==> src/rtl/datamover_ctrl_if.sv <==
// rtl/datamover_ctrl_if.sv - handshake bundle between requester, datamover_ctrl and datamover
// Purpose: groups the command, completion and datamover control channels.
// Signals:
//   cmd_valid/cmd_ready/cmd_tag            job requests into the controller
//   done_valid/done_ready/done_tag/timeout completion records out of the controller
//   dm_rstn/dm_instr_val/dm_data_rdy       control and status of the attached datamover
// Modports: master = requester/datamover side, slave = datamover_ctrl.
interface datamover_ctrl_if #(
  parameter int TAGW = 8
);
  logic            cmd_valid;
  logic            cmd_ready;
  logic [TAGW-1:0] cmd_tag;
  logic            dm_rstn;
  logic            dm_instr_val;
  logic            dm_data_rdy;
  logic            done_valid;
  logic            done_ready;
  logic [TAGW-1:0] done_tag;
  logic            done_timeout;

  modport master (
    output cmd_valid, cmd_tag, dm_data_rdy, done_ready,
    input  cmd_ready, dm_rstn, dm_instr_val, done_valid, done_tag, done_timeout
  );

  modport slave (
    input  cmd_valid, cmd_tag, dm_data_rdy, done_ready,
    output cmd_ready, dm_rstn, dm_instr_val, done_valid, done_tag, done_timeout
  );
endinterface

==> src/rtl/datamover_ctrl.sv <==
// rtl/datamover_ctrl.sv - queues tagged jobs and sequences them through one datamover
// Purpose: command FIFO feeding an IDLE/RST/START/RUN/DONE sequencer; each job resets
//   the datamover, strobes it once, waits for completion and posts a tagged record.
// Ports:
//   clk, rst        sole clock, synchronous active-high reset
//   bus (slave)     cmd_*, done_*, dm_* channels (see datamover_ctrl_if)
//   busy            engine not idle or FIFO non-empty
//   job_count       saturating count of completion handshakes
// Configuration: define DATAMOVER_CTRL_WATCHDOG_EN to bound RUN by TIMEOUT_CYCLES.
module datamover_ctrl #(
  parameter int TAGW           = 8,
  parameter int DEPTH          = 4,
  parameter int RST_CYCLES     = 2,
  parameter int TIMEOUT_CYCLES = 1024
) (
  input  logic              clk,
  input  logic              rst,
  datamover_ctrl_if.slave   bus,
  output logic              busy,
  output logic [15:0]       job_count
);
  localparam int AW  = (DEPTH > 1) ? $clog2(DEPTH) : 1;
  localparam int RCW = (RST_CYCLES > 1) ? $clog2(RST_CYCLES) : 1;
  localparam logic [AW:0]    FULL_CNT = (AW+1)'(DEPTH);
  localparam logic [RCW-1:0] RST_LAST = RCW'(RST_CYCLES - 1);

  localparam logic [2:0] S_IDLE  = 3'd0;
  localparam logic [2:0] S_RST   = 3'd1;
  localparam logic [2:0] S_START = 3'd2;
  localparam logic [2:0] S_RUN   = 3'd3;
  localparam logic [2:0] S_DONE  = 3'd4;

  logic [2:0]      state;
  logic [TAGW-1:0] mem [DEPTH];
  logic [AW-1:0]   wr_ptr;
  logic [AW-1:0]   rd_ptr;
  logic [AW:0]     count;
  logic [RCW-1:0]  rst_cnt;
  logic [TAGW-1:0] tag_q;
  logic            full;
  logic            empty;
  logic            push;
  logic            pop;
  logic            done_hs;

`ifdef DATAMOVER_CTRL_WATCHDOG_EN
  localparam int WDW = (TIMEOUT_CYCLES > 1) ? $clog2(TIMEOUT_CYCLES) : 1;
  localparam logic [WDW-1:0] WD_LAST = WDW'(TIMEOUT_CYCLES - 1);
  logic [WDW-1:0] wd_cnt;
  logic           timeout_q;
  assign bus.done_timeout = !rst && timeout_q;
`else
  logic unused_timeout_cycles;
  assign unused_timeout_cycles = (TIMEOUT_CYCLES > 0);
  assign bus.done_timeout      = 1'b0;
`endif

  assign full  = (count == FULL_CNT);
  assign empty = (count == '0);

  // Outputs are gated by rst so they hold reset values for the whole reset window,
  // not just after the first edge. cmd_ready looks at the registered count only, so
  // a same-cycle pop never makes room for a push into a full FIFO.
  assign bus.cmd_ready    = !rst && !full;
  assign bus.dm_rstn      = !rst && (state != S_RST);
  assign bus.dm_instr_val = !rst && (state == S_START);
  assign bus.done_valid   = !rst && (state == S_DONE);
  assign bus.done_tag     = rst ? '0 : tag_q;
  assign busy             = !rst && ((state != S_IDLE) || !empty);

  assign push    = bus.cmd_valid && bus.cmd_ready;
  assign pop     = (state == S_IDLE) && !empty;
  assign done_hs = bus.done_valid && bus.done_ready;

  always_ff @(posedge clk) begin
    if (push) begin
      mem[wr_ptr] <= bus.cmd_tag;
    end
  end

  always_ff @(posedge clk) begin
    if (rst) begin
      state     <= S_IDLE;
      wr_ptr    <= '0;
      rd_ptr    <= '0;
      count     <= '0;
      rst_cnt   <= '0;
      tag_q     <= '0;
      job_count <= '0;
`ifdef DATAMOVER_CTRL_WATCHDOG_EN
      wd_cnt    <= '0;
      timeout_q <= 1'b0;
`endif
    end else begin
      if (push) begin
        wr_ptr <= wr_ptr + AW'(1);
      end
      if (pop) begin
        rd_ptr <= rd_ptr + AW'(1);
      end
      if (push && !pop) begin
        count <= count + (AW+1)'(1);
      end else if (pop && !push) begin
        count <= count - (AW+1)'(1);
      end

      if (done_hs && (job_count != 16'hFFFF)) begin
        job_count <= job_count + 16'd1;
      end

      case (state)
        S_IDLE: begin
          if (!empty) begin
            tag_q   <= mem[rd_ptr];
            rst_cnt <= '0;
            state   <= S_RST;
          end
        end
        S_RST: begin
          if (rst_cnt == RST_LAST) begin
            state <= S_START;
          end else begin
            rst_cnt <= rst_cnt + RCW'(1);
          end
        end
        S_START: begin
`ifdef DATAMOVER_CTRL_WATCHDOG_EN
          wd_cnt <= '0;
`endif
          state <= S_RUN;
        end
        S_RUN: begin
          // Completion outranks the watchdog when both land in the same cycle.
          if (bus.dm_data_rdy) begin
`ifdef DATAMOVER_CTRL_WATCHDOG_EN
            timeout_q <= 1'b0;
`endif
            state <= S_DONE;
          end
`ifdef DATAMOVER_CTRL_WATCHDOG_EN
          else if (wd_cnt == WD_LAST) begin
            timeout_q <= 1'b1;
            state     <= S_DONE;
          end else begin
            wd_cnt <= wd_cnt + WDW'(1);
          end
`endif
        end
        S_DONE: begin
          if (bus.done_ready) begin
            state <= S_IDLE;
          end
        end
        default: state <= S_IDLE;
      endcase
    end
  end
endmodule

==> src/flat_wrapper.sv <==
// flat-port wrapper written by rule: the top's interface ports become plain ports
module datamover_ctrl_flat 
#(
  parameter int TAGW           = 8,
  parameter int DEPTH          = 4,
  parameter int RST_CYCLES     = 2,
  parameter int TIMEOUT_CYCLES = 1024
)
  (clk, rst, busy, job_count, bus_cmd_valid, bus_cmd_tag, bus_dm_data_rdy, bus_done_ready, bus_cmd_ready, bus_dm_rstn, bus_dm_instr_val, bus_done_valid, bus_done_tag, bus_done_timeout);
  datamover_ctrl_if #(.TAGW(TAGW)) bus_i ();
  input  logic clk;
  input  logic rst;
  output logic busy;
  output logic [15:0] job_count;
  input wire logic [$bits(bus_i.cmd_valid)-1:0] bus_cmd_valid;
  input wire logic [$bits(bus_i.cmd_tag)-1:0] bus_cmd_tag;
  input wire logic [$bits(bus_i.dm_data_rdy)-1:0] bus_dm_data_rdy;
  input wire logic [$bits(bus_i.done_ready)-1:0] bus_done_ready;
  output wire logic [$bits(bus_i.cmd_ready)-1:0] bus_cmd_ready;
  output wire logic [$bits(bus_i.dm_rstn)-1:0] bus_dm_rstn;
  output wire logic [$bits(bus_i.dm_instr_val)-1:0] bus_dm_instr_val;
  output wire logic [$bits(bus_i.done_valid)-1:0] bus_done_valid;
  output wire logic [$bits(bus_i.done_tag)-1:0] bus_done_tag;
  output wire logic [$bits(bus_i.done_timeout)-1:0] bus_done_timeout;
  assign bus_i.cmd_valid = bus_cmd_valid;
  assign bus_i.cmd_tag = bus_cmd_tag;
  assign bus_i.dm_data_rdy = bus_dm_data_rdy;
  assign bus_i.done_ready = bus_done_ready;
  assign bus_cmd_ready = bus_i.cmd_ready;
  assign bus_dm_rstn = bus_i.dm_rstn;
  assign bus_dm_instr_val = bus_i.dm_instr_val;
  assign bus_done_valid = bus_i.done_valid;
  assign bus_done_tag = bus_i.done_tag;
  assign bus_done_timeout = bus_i.done_timeout;
  datamover_ctrl #(.TAGW(TAGW), .DEPTH(DEPTH), .RST_CYCLES(RST_CYCLES), .TIMEOUT_CYCLES(TIMEOUT_CYCLES)) u_core (.clk(clk), .rst(rst), .bus(bus_i), .busy(busy), .job_count(job_count));
endmodule
==> config.mk <==
export PLATFORM = sky130hd
export DESIGN_NAME = datamover_ctrl_flat
export DESIGN_NICKNAME = d
export VERILOG_FILES = /design/src/rtl/datamover_ctrl_if.sv /design/src/rtl/datamover_ctrl.sv /design/src/flat_wrapper.sv
export SDC_FILE = /design/constraint.sdc
export NUM_CORES = 1
export LEC_CHECK = 0
export BUFFER_PORTS_ARGS = -buffer_cell sky130_fd_sc_hd__buf_4
export CAP_MARGIN = 0
export CORE_ASPECT_RATIO = 1.2
export CORE_MARGIN = 2
export CORE_UTILIZATION = 50
export DETAILED_ROUTE_END_ITERATION = 10
export MAX_ROUTING_LAYER = met4
export PLACE_DENSITY = 0.74
export SETUP_SLACK_MARGIN = 0.15
export SLEW_MARGIN = 20
export SYNTH_ARGS = -nofsm -noshare
export SYNTH_HDL_FRONTEND = slang
export SYNTH_SLANG_ARGS = --single-unit
==> constraint.sdc <==
create_clock -name clk -period 3 [get_ports clk]
set_input_delay 0.3 -clock clk [delete_from_list [all_inputs] [get_ports clk]]
set_output_delay 0.3 -clock clk [all_outputs]
set_load 0.05 [all_outputs]
==> After elaboration in Yosys (flattened, before gate mapping) <==
Memory sizes are Yosys's and may differ from the RTL's. A register that Yosys moved wholly into a read port is not among the register bits.
Index checks and enable logic that the tools add are counted.
{ "classes": {"n_addsub": 6, "n_mul": 0, "div_mod_pow": 0, "order_cmp": 0, "eq_ne": 11, "shift": 0, "n_mux": 13, "bitwise": 1, "reduce_logical": 25} }
{ "ops": {"columns": ["op", "count"], "rows": [
  ["$mux W3", 6],
  ["$add A16 B1 Y16 const B", 1],
  ["$ne A16 B16 Y1 const B", 1],
  ["$pmux W3 S5", 1],
  ["$logic_and A1 B1 Y1", 11],
  ["$mux W8", 1],
  ["$eq A3 B2 Y1 const B", 2],
  ["$eq A3 B3 Y1 const B", 2],
  ["$logic_not A3 Y1", 2],
  ["$ne A2 B2 Y1 const B", 3],
  ["$logic_not A1 Y1", 5],
  ["$add A2 B1 Y2 const B", 2],
  ["$mux W1", 4],
  ["$reduce_and A2 Y1", 2],
  ["$reduce_and A4 Y1", 1],
  ["$reduce_bool A2 Y1", 2],
  ["$add A3 B1 Y3 const B", 1],
  ["$eq A3 B1 Y1 const B", 1],
  ["$ne A3 B1 Y1 const B", 1],
  ["$reduce_bool A3 Y1", 1],
  ["$sub A3 B1 Y3 const B", 1],
  ["$ne A2 B1 Y1 const B", 1],
  ["$pmux W1 S2", 1],
  ["$add A1 B1 Y1 const B", 1],
  ["other kinds (2)", 2]
]} }
{ "word_totals": {"reg_bits": 27, "latchBits": 0, "ramBits": 32, "romBits": 0, "out_inout_bits": 30, "elab_cells": 63, "mem_count": 1} }
{ "mem_list": {"columns": ["memory", "depth", "word_bits", "read_ports", "rd_clocked_by_memory_dff", "write_ports", "line_no", "text"], "rows": [
  ["u_core.mem", 4, 8, 1, 1, 1, "datamover_ctrl.sv:34", "logic [TAGW-1:0] mem [DEPTH];"]
]} }

==> Logic depth before layout (Yosys ltp) <==
Gate-level depths: netlist (run 1).
{ "logic_depth": {"word_depth": 8, "ltp_mapped": 11} }

==> Worst setup path before layout (run 1) <==
Ideal clock, no wire load.
{ "synth_timing": {"kind": "input -> output", "start": "input port rst", "end": "output port bus_dm_instr_val", "arrival_time_ns": 2.330, "setup_slack_ns": 0.370, "stages": 3, "path_buffers": 2, "path_cell_list": "clkbuf_1 > buf_1 > nor4b_1"} }
{ "synth_via": {"elab_chain_len": 2} }
{ "synth_lines": {"columns": ["item", "line_no", "text"], "rows": [
  ["start, declared", "flat_wrapper.sv:12", "input logic rst;"],
  ["$logic_not A1 Y1", "datamover_ctrl.sv:66", "assign bus.dm_instr_val = !rst && (state == S_START);"],
  ["$logic_and A1 B1 Y1", "datamover_ctrl.sv:66", null],
  ["end, declared", "flat_wrapper.sv:21", "output wire logic [$bits(bus_i.dm_instr_val)-1:0] bus_dm_instr_val;"]
]} }
Every way passes these cells.

==> Worst setup path after layout (run 1) <==
{ "layout_timing": {"start": "register u_core.count[2]", "end": "register u_core.count[2]"} }
{ "layout_via": {"elab_chain_len": 7, "word_cells_on_any_way": 16, "cone_classes": "add/sub: 2; eq/ne: 1; mux: 2; reduce/logical: 11"} }
{ "layout_lines": {"columns": ["item", "line_no", "text"], "rows": [
  ["start, declared", "datamover_ctrl.sv:37", "logic [AW:0] count;"],
  ["start signal, assigned", "datamover_ctrl.sv:102", "count <= count + (AW+1)'(1);"],
  ["start signal, assigned", "datamover_ctrl.sv:104", "count <= count - (AW+1)'(1);"],
  ["parallel branches: the longest is 7 deep, another holds $sub A3 B1 Y3", null, null]
]} }
Several ways; the timed one is not identified. The select of a mux whose other input is x is not followed.
A chain may end at the register's enable or synchronous reset.

==> results of run 1 <==
cell usage in the layout, fill, tap and decap left out, types with 3 or more instances in the layout:
cell / n
mux4_2: 8
nand3_1: 6
mux2_2: 6
nand2_1: 24
and4_1: 3
clkbuf_8: 9
nand4_1: 6
edfxtp_1: 32
inv_1: 9
o21ai_0: 4
dfxtp_1: 35
o31ai_1: 3
nor3_1: 10
or3_1: 5
buf_4: 44
ha_1: 6
nor2b_1: 12
nor2_1: 18
a21oi_1: 22
xor2_1: 3
clkinv_2: 3
and2_1: 10
report_power, final:
group | total [mW] | switching, mW | leakage, nW | internal, mW
clock | 0.601 | 0.312 | 0.0804 | 0.289
sequential | 1.18 | 0.111 | 0.575 | 1.07
combinational | 0.664 | 0.378 | 0.623 | 0.286
total | 2.44 | 0.801 | 1.28 | 1.64
layer usage:
| metal | vias to the layer above | global-route usage, % |
|---|---|---|
| li1 | 1059 | - |
| met1 | 1026 | 21.3 |
| met2 | 73 | 28.9 |
| met3 | 15 | 3.57 |
| met4 | 0 | 9.89 |
| met5 | - | - |
cell type report:
class / instances / share of cell area, %
clock inverters: 4 / 0.528
repair buffers: 44 / 9.30
well taps: 82 / 2.89
inverters: 10 / 1.06
clock buffers: 11 / 3.70
flip-flops and latches: 67 / 46.8
multi-input cells: 177 / 35.8
worst max-delay path: stages, from the launching register on:
cell and delay, ps:
dfxtp_1 360, or3_1 390, and2_1 260, clkinv_1 100, ha_1 180, inv_1 60, fa_1 370, xor2_1 160
or3_1 300, a21oi_1 140
cell usage after synthesis (3+ instances only):
cell type  count
inv_1          9
buf_1          3
nand2_1       24
nand3_1        6
nor2_1        18
xor2_1         3
nor3_1        10
or3_1          5
and2_1        10
and4_1         3
ha_1           6
buf_4          3
o21ai_0        4
nand4_1        6
dfxtp_1       35
a21oi_1       22
mux4_2         8
nor2b_1       12
edfxtp_1      32
o31ai_1        3
mux2_2         6
worst paths after layout:
kind	end	slack, ps
worst max-delay path	u_core.count[2]$_SDFFE_PP0P_	600
worst min-delay path	u_core.mem[3][5]$_DFFE_PP_	170
worst max register to register	u_core.count[2]$_SDFFE_PP0P_	600
worst min register to register	u_core.tag_q[2]$_SDFFE_PP0P_	450
state kept, by name, summed over array words and instances (netlist names):
register	cells
u_core.rst_cnt	1
u_core.tag_q	8
u_core.count	3
u_core.job_count	16
u_core.state	3
u_core.mem	32
u_core.wr_ptr	2
u_core.rd_ptr	2
stage by stage:
step | hold slack (ps) | cells | util, %
floorplan | 399 | 267 | -
global placement | 438 | 380 | 57.0
detailed placement | 447 | 380 | 57.0
CTS | 160 | 395 | 59.5
global route | 159 | 395 | 59.5
finish | 169 | 395 | 59.5
cell families (layout without fill, tap and decap cells):
logic type               after synthesis  in the layout
other                                  1              1
AO/OA/AOI/OAI                         40             40
flip-flops                            67             67
XOR/XNOR                               5              5
adder cells (fa/ha/maj)                7              7
AND/OR/NAND/NOR                      108            108
multiplexers                          16             16
buffers and inverters                 23             69
==> impl_metrics.json, run 1 <==
{
  "cts-root-buf": "clkbuf_8",
  "design_area_um2": 3550,
  "synthSimpleGateAreaFrac_pct": 20.0,
  "ir_drop_mv": 0.343,
  "setup_ws_ps": 598,
  "synth_mux_area_share_pct": 8.77,
  "wire_per_inst_um": 14.3,
  "design.portCount": 43,
  "finalCritPeriodShare_pct": 80.1,
  "drv_cap": 0,
  "tightestPinTransition_ps": 908,
  "outcome": "finished clean",
  "syn_area_um2": 3050,
  "syn-instance-count": 267,
  "synth-compound-area-share_pct": 8.16,
  "synth_edf_count": 32,
  "synth-seq-cells": 67,
  "maxSlewHeadroom_pct": 38.9,
  "skew_ps": 8.90,
  "cts_inserted_buffers": 9,
  "hold_viol_final": 0,
  "postRouteWirelength_um": 5650,
  "layout-drive-gt1-share_pct": 25.2,
  "io_buffer_count": 41,
  "ctsHoldBuffers": 0,
  "worstSkewPairLatency_ps": 330,
  "syn_area_per_cell_um2": 11.4,
  "grt_setup_unrepaired": "false",
  "setup_viol": 0,
  "syn_to_final_growth_pct": 16.4,
  "nNetsFinal": 329,
  "grt_pass1_wl_um": 8700,
  "die-area_um2": 6750,
  "start_kind": "register",
  "synth-adder-area-share_pct": 3.11,
  "drc": 0,
  "synth_top_cell_by_area": "edfxtp_1",
  "via_per_inst": 5.50,
  "ctsResizeCount": 0,
  "met3WireLength_um": 271,
  "dpl-instance-area_um2": 3400,
  "worstReg2RegStart": "u_core.count[2]$_SDFFE_PP0P_",
  "startpoint": "u_core.count[2]$_SDFFE_PP0P_",
  "fp.coreArea_um2": 5970,
  "drtAntennaViolNets": 0,
  "synthArstFlopShare_pct": 0,
  "cp-end-kind": "register",
  "min_from": "bus_cmd_tag[5]",
  "grt_pass1_vias": 1873,
  "slew_violations": 0,
  "synth.distinct_cells": 50,
  "fp.dieW_um": 75.3,
  "h-tree-depth": 3,
  "num_rows": 31,
  "cts_tree": "built",
  "cp.required_ps": 3270,
  "place_ws_ps": 598,
  "timing.final.crit_period_ps": 2400,
  "first_pass_iters": 4,
  "syn_nets": 287,
  "detail_route.wirelength.met1_um": 2430,
  "clkTransAtPathRegs_ps": 70,
  "cp.arrival_ps": 2670,
  "synth_top_family_by_area": "simple AND/OR/NAND/NOR gates",
  "grt_max_degree": 38,
  "grt_use_total_pct": 18.1,
  "fillerInstances": 545,
  "antenna_cells": 0,
  "min_delay_path_depth": 1,
  "multi_input_area_um2": 1270,
  "ys_seq_area_share_pct": 54.4,
  "p_leak_nw": 1.28,
  "overflow": 0,
  "ys.flop_type": "dfxtp_1",
  "routabilityCongestion": 0.944,
  "synthXorXnorAreaFrac_pct": 1.43,
  "ys_top_cells_by_area": "edfxtp_1 (31%), dfxtp_1 (23%), mux4_2 (5.9%)",
  "critPathMaxFanout": 10,
  "hold_class": "in2reg",
  "die_h_um": 89.6,
  "synth_warnings": 0,
  "vias": 2173,
  "cts.sinks": 67,
  "initial_core_util_pct": 51.1,
  "dpl.hpwl_um": 3980,
  "total_power_mw": 2.44,
  "dr_wl_met2_um": 2780,
  "fmaxAchievable_mhz": 416,
  "p_per_area_nw_per_um2": 688,
  "clk_path_buf_depth": 2,
  "path_class": "reg2reg",
  "r2r_cells": 9,
  "yosysTopAreaCellShare_pct": 31.5,
  "drt_iter0_drc": 73,
  "post-cts-setup-buffer-count": 0,
  "regArea_um2": 1660,
  "finalSetupTns_ps": 0,
  "grt_antenna_before_repair": 0,
  "dr.max_layer_used": "met4"
}
No activity file was read; power rests on OpenSTA's default activity.
==> inputs of run 2 (changes only) <==
--- a/config.mk
+++ b/config.mk
@@ -12,7 +12,7 @@
 export CORE_UTILIZATION = 50
 export DETAILED_ROUTE_END_ITERATION = 10
 export MAX_ROUTING_LAYER = met4
-export PLACE_DENSITY = 0.74
+export PLACE_DENSITY = 0.77
 export SETUP_SLACK_MARGIN = 0.15
 export SLEW_MARGIN = 20
 export SYNTH_ARGS = -nofsm -noshare
==> constraint.sdc (replaced) <==
create_clock -name clk -period 2.1 [get_ports clk]
set_input_delay 0.21 -clock clk [delete_from_list [all_inputs] [get_ports clk]]
set_output_delay 0.21 -clock clk [all_outputs]
set_load 0.05 [all_outputs]
==> run 2 against run 1 <==
Net effect:
- utilization up 5.0 points
- clock power is 110% higher
- critical path depth unchanged
- flip-flop and latch count is the same
- clock skew hardly changed
- clock-buffer cell count is 2 lower
- non-clock buffer count is 19 higher
- critical path type unchanged
- final area increased by 8.3%
- register-to-register slack got worse by 580 ps
- maximum frequency rose by 15%
- combinational power increased by 84%
==> impl_metrics.json, run 2 (synthesized netlist as in run 1, its figures left out) <==
{
  "drt_iter0_drc": 71,
  "cp-end-kind": "register",
  "worstSkewPairLatency_ps": 340,
  "clockPowerShare_pct": 30.5,
  "min_delay_path_depth": 1,
  "postRouteWirelength_um": 5950,
  "fin_hold_ws_ps": 70.2,
  "clkTransAtPathRegs_ps": 70,
  "post-cts-setup-buffer-count": 0,
  "wire_per_inst_um": 14.4,
  "grt_pass1_vias": 2049,
  "post-place-cells": 399,
  "intPower_mw": 2.84,
  "p_leak_nw": 1.44,
  "final_cell_mix": "buf_4 (63), edfxtp_1 (32), dfxtp_1 (31), nand2_1 (23), a21oi_1 (21)",
  "fin_cells": 414,
  "path_cells": "or3_4, and2_4, clkinv_8, ha_4, inv_1, fa_2, xor2_1, or3_1, a21oi_2",
  "io_buffer_count": 41,
  "r2r_end": "u_core.count[2]$_SDFFE_PP0P_",
  "timing.final.crit_period_ps": 2080,
  "crit_slowest_cell": "or3_4",
  "grt_use_total_pct": 20.0,
  "path_buf_inv": 2,
  "p_per_area_nw_per_um2": 1060,
  "drc": 0,
  "hold_viol_final": 0,
  "cts-root-buf": "clkbuf_8",
  "p_seq_share_pct": 39.6,
  "multi_input_area_um2": 1330,
  "num_rows": 31,
  "routabilityCongestion": 0.933,
  "fillerInstances": 488,
  "regArea_um2": 1670,
  "grt_pass1_wl_um": 9560,
  "ctsHoldBuffers": 0,
  "layout-drive-gt1-share_pct": 34.0,
  "min_from": "bus_cmd_tag[0]",
  "fp.coreArea_um2": 5970,
  "largest_reg_flops": 32,
  "via_per_inst": 5.35,
  "layout_commonest_cell": "buf_4",
  "cts_tree": "built",
  "p_sw_mw": 1.23,
  "netSwitchingFraction_pct": 30.2,
  "grt_max_degree": 36,
  "drv_cap": 0,
  "fmaxAchievable_mhz": 481,
  "h-tree-depth": 3,
  "first_pass_iters": 4,
  "nNetsFinal": 348,
  "cp_slowest_stage_delay_ps": 380,
  "critPathMaxFanout": 2,
  "antenna_cells": 0,
  "min_delay_worst_endpoint": "u_core.mem[0][0]$_DFFE_PP_",
  "hold_class": "in2reg",
  "grt_setup_unrepaired": "true",
  "worstReg2RegStart": "u_core.count[1]$_SDFFE_PP0P_",
  "drtAntennaViolNets": 0,
  "cp.required_ps": 2370,
  "start_kind": "register",
  "setup_viol": 0,
  "outcome": "finished clean",
  "ctsResizeCount": 2,
  "grt_antenna_before_repair": 0,
  "skew_ps": 8.59,
  "design.portCount": 43,
  "r2r_cells": 9,
  "cp.arrival_ps": 2350,
  "rrSetupSlack_ps": 20,
  "clk_path_buf_depth": 2,
  "finalCritPeriodShare_pct": 99.0,
  "cts_inserted_buffers": 9,
  "regMostFlops": "u_core.mem",
  "die_h_um": 89.6,
  "slew_violations": 0,
  "path_class": "reg2reg",
  "ir_drop_mv": 0.709,
  "initial_core_util_pct": 51.1,
  "crit_family": "simple AND/OR/NAND/NOR gates",
  "vias": 2216,
  "fp.dieW_um": 75.3,
  "largestRegisters": "u_core.mem x32, u_core.job_count x16, u_core.tag_q x8",
  "syn_to_final_growth_pct": 26.1,
  "die-area_um2": 6750,
  "cts.sinks": 67,
  "dpl.hpwl_um": 4160,
  "pwr-share-comb_pct": 29.9,
  "overflow": 0
}
run 2: final cells by class:
| cell class | count | share of cell area (%) |
|---|---|---|
| clock buffer | 9 | 3.22 |
| clock inverter | 6 | 2.73 |
| inverter | 10 | 1.30 |
| multi-input combinational | 177 | 34.5 |
| sequential | 67 | 43.3 |
| tap | 82 | 2.66 |
| timing repair buffer | 63 | 12.3 |
run 2: power groups by stage:
stage	combinational (mW)	sequential [mW]	clock (mW)
floorplan	0.904	1.62	0
global placement	1.18	1.63	0
detailed placement	1.20	1.64	0
CTS	1.22	1.61	1.26
global route	1.34	1.63	1.32
finish	1.22	1.61	1.24
run 2: worst register-to-register path, delay by kind of cell (launching register included):
kind	cells	cell delay (ps)
compound gates	1	120
xor+xnor	1	160
fa+ha+maj	2	460
buf+inv	2	100
flops	1	320
simple gates	3	880
run 2: how the worst max path moves through the flow:
stage / cells after the start / from / slack [ps] / to
floorplan: 5 / u_core.state[1]$_SDFFE_PP0P_ / -90 / u_core.job_count[11]$_SDFFE_PP0P_
global placement: 9 / u_core.count[1]$_SDFFE_PP0P_ / 20 / u_core.count[2]$_SDFFE_PP0P_
detailed placement: 9 / u_core.count[1]$_SDFFE_PP0P_ / -30 / u_core.count[2]$_SDFFE_PP0P_
CTS: 9 / u_core.count[1]$_SDFFE_PP0P_ / 20 / u_core.count[2]$_SDFFE_PP0P_
global route: 9 / u_core.count[1]$_SDFFE_PP0P_ / -60 / u_core.count[2]$_SDFFE_PP0P_
finish: 9 / u_core.count[1]$_SDFFE_PP0P_ / 20 / u_core.count[2]$_SDFFE_PP0P_
run 2: stage by stage:
| step | util [%] | setup TNS (ps) | setup slack (ps) | power (mW) | cell area (µm²) |
|---|---|---|---|---|---|
| final | 64.5 | 0 | 20.1 | 4.07 | 3850 |
| after global routing | 64.5 | -62.0 | -62.0 | 4.28 | 3850 |
| after global placement | 60.4 | 0 | 17.0 | 2.81 | 3610 |
| after detailed placement | 60.4 | -33.9 | -33.9 | 2.84 | 3610 |
| after CTS | 64.3 | 0 | 22.1 | 4.09 | 3840 |
| after floorplan | - | -471 | -93.8 | 2.52 | 3120 |
run 2: metal layers:
layer  vias up  track usage [%]  wire length, µm
met3         9             3.35              240
met2        49             33.3             3160
met4         0             10.0               97
met1      1060             23.1             2450
met5         -                -                0
li1       1098                -                -
==> inputs of run 3 (changes only) <==
--- a/config.mk
+++ b/config.mk
@@ -12,7 +12,7 @@
 export CORE_UTILIZATION = 50
 export DETAILED_ROUTE_END_ITERATION = 10
 export MAX_ROUTING_LAYER = met4
-export PLACE_DENSITY = 0.77
+export PLACE_DENSITY = 0.74
 export SETUP_SLACK_MARGIN = 0.15
 export SLEW_MARGIN = 20
 export SYNTH_ARGS = -nofsm -noshare
==> run 3 against run 2 <==
Net effect:
- first-iteration DRC count rose by 11%
- non-clock buffer count fell by 1
- final cell count did not move
- largest cell class unchanged
- critical path depth did not move
- final area fell by 1.2%
==> impl_metrics.json, run 3 (synthesized netlist as in run 1, its figures left out) <==
{
  "min_from": "bus_cmd_tag[5]",
  "skew_ps": 5.33,
  "fmaxAchievable_mhz": 487,
  "startpoint": "u_core.count[1]$_SDFFE_PP0P_",
  "cts.sinks": 67,
  "grt_setup_unrepaired": "true",
  "overflow": 0,
  "setup_viol": 0,
  "initial_core_util_pct": 51.1,
  "cp.required_ps": 2370,
  "start_kind": "register",
  "largest_reg_flops": 32,
  "drtAntennaViolNets": 0,
  "post-cts-setup-buffer-count": 0,
  "antenna_cells": 0,
  "grt_antenna_before_repair": 0,
  "ctsHoldBuffers": 0,
  "path_class": "reg2reg",
  "dpl-instance-area_um2": 3600,
  "fp.dieW_um": 75.3,
  "cts-root-buf": "clkbuf_8",
  "io_buffer_count": 41,
  "nNetsFinal": 347,
  "cts_inserted_buffers": 9,
  "die-area_um2": 6750,
  "hold_class": "in2reg",
  "grt_pass1_vias": 2039,
  "dpl.hpwl_um": 4070,
  "hold_viol_final": 0,
  "grt_use_total_pct": 18.9,
  "final_cell_mix": "buf_4 (62), edfxtp_1 (32), dfxtp_1 (31), nand2_1 (23), a21oi_1 (22)",
  "vias": 2157,
  "slew_violations": 0,
  "drt_iter0_drc": 79,
  "design.portCount": 43,
  "drv_cap": 0,
  "p_leak_nw": 1.42,
  "syn_to_final_growth_pct": 24.6,
  "setup_ws_ps": 45.0,
  "clk_path_buf_depth": 2,
  "critPathMaxFanout": 2,
  "h-tree-depth": 3,
  "layout_commonest_cell": "buf_4",
  "via_per_inst": 5.21,
  "largestRegisters": "u_core.mem x32, u_core.job_count x16, u_core.tag_q x8",
  "die_h_um": 89.6,
  "fin_hold_ws_ps": 73.0,
  "fp.coreArea_um2": 5970,
  "cp.arrival_ps": 2320,
  "place_ws_ps": -53.1,
  "wire_per_inst_um": 13.6,
  "ctsResizeCount": 3,
  "timing.final.crit_period_ps": 2050,
  "num_rows": 31,
  "routabilityCongestion": 0.883,
  "p_per_area_nw_per_um2": 1000,
  "first_pass_iters": 4,
  "outcome": "finished clean",
  "regMostFlops": "u_core.mem",
  "ir_drop_mv": 0.683,
  "drc": 0,
  "cp-end-kind": "register",
  "finalCritPeriodShare_pct": 97.9,
  "layout-drive-gt1-share_pct": 34.6,
  "worstReg2RegStart": "u_core.count[1]$_SDFFE_PP0P_",
  "design_area_um2": 3800,
  "cts_tree": "built",
  "grt_max_degree": 35,
  "postRouteWirelength_um": 5620,
  "grt_pass1_wl_um": 9110,
  "worstSkewPairLatency_ps": 330,
  "clkTransAtPathRegs_ps": 70
}
==> run 3: cell type report <==
type | count | area, µm²
clock buffer | 10 | 128
clock inverter | 6 | 56.3
fill | 507 | 2170
inverter | 10 | 50.0
multi-input combinational | 177 | 1340
sequential | 67 | 1670
tap | 82 | 103
timing repair buffer | 62 | 465
==> run 3: path summary, 6_finish.rpt <==
kind	end	depth (start not counted)	slack [ps]
hold / removal	u_core.mem[0][5]$_DFFE_PP_	1	70
hold reg to reg	u_core.tag_q[4]$_SDFFE_PP0P_	2	450
setup reg to reg	u_core.count[2]$_SDFFE_PP0P_	9	50
setup / recovery	u_core.count[2]$_SDFFE_PP0P_	9	50
==> run 3: where the power goes <==
part           internal (mW)  switching, mW
registers               1.53         0.0877
logic                  0.542          0.656
clock network          0.538          0.456
total                   2.61           1.20
==> run 3: through the flow <==
| step | instances | utilization (%) | TNS, ps | total power, mW |
|---|---|---|---|---|
| 5_1_grt | 414 | 63.7 | -32.0 | 4.03 |
| 4_1_cts | 414 | 63.5 | 0 | 3.85 |
| 3_5_place_dp | 398 | 60.3 | -53.1 | 2.83 |
| 3_3_place_gp | 398 | 60.3 | 0 | 2.80 |
| 6_report | 414 | 63.7 | 0 | 3.81 |
| 2_1_floorplan | 267 | - | -471 | 2.52 |
==> run 3: worst max-delay path, cell delays in order (launching register included) <==
cell and delay, ps:
dfxtp_2 320, or3_4 380, and2_4 170, clkinv_8 50, ha_4 130, inv_2 40
fa_2 330, xor2_1 160, or3_1 310, a21oi_1 110
==> run 3: per-layer routing <==
layer / global-route usage, % / vias up / wire [µm]
li1: - / 1094 / -
met1: 21.9 / 1011 / 2480
met2: 30.0 / 42 / 2790
met3: 4.91 / 10 / 236
met4: 9.73 / 0 / 116
met5: - / - / 0
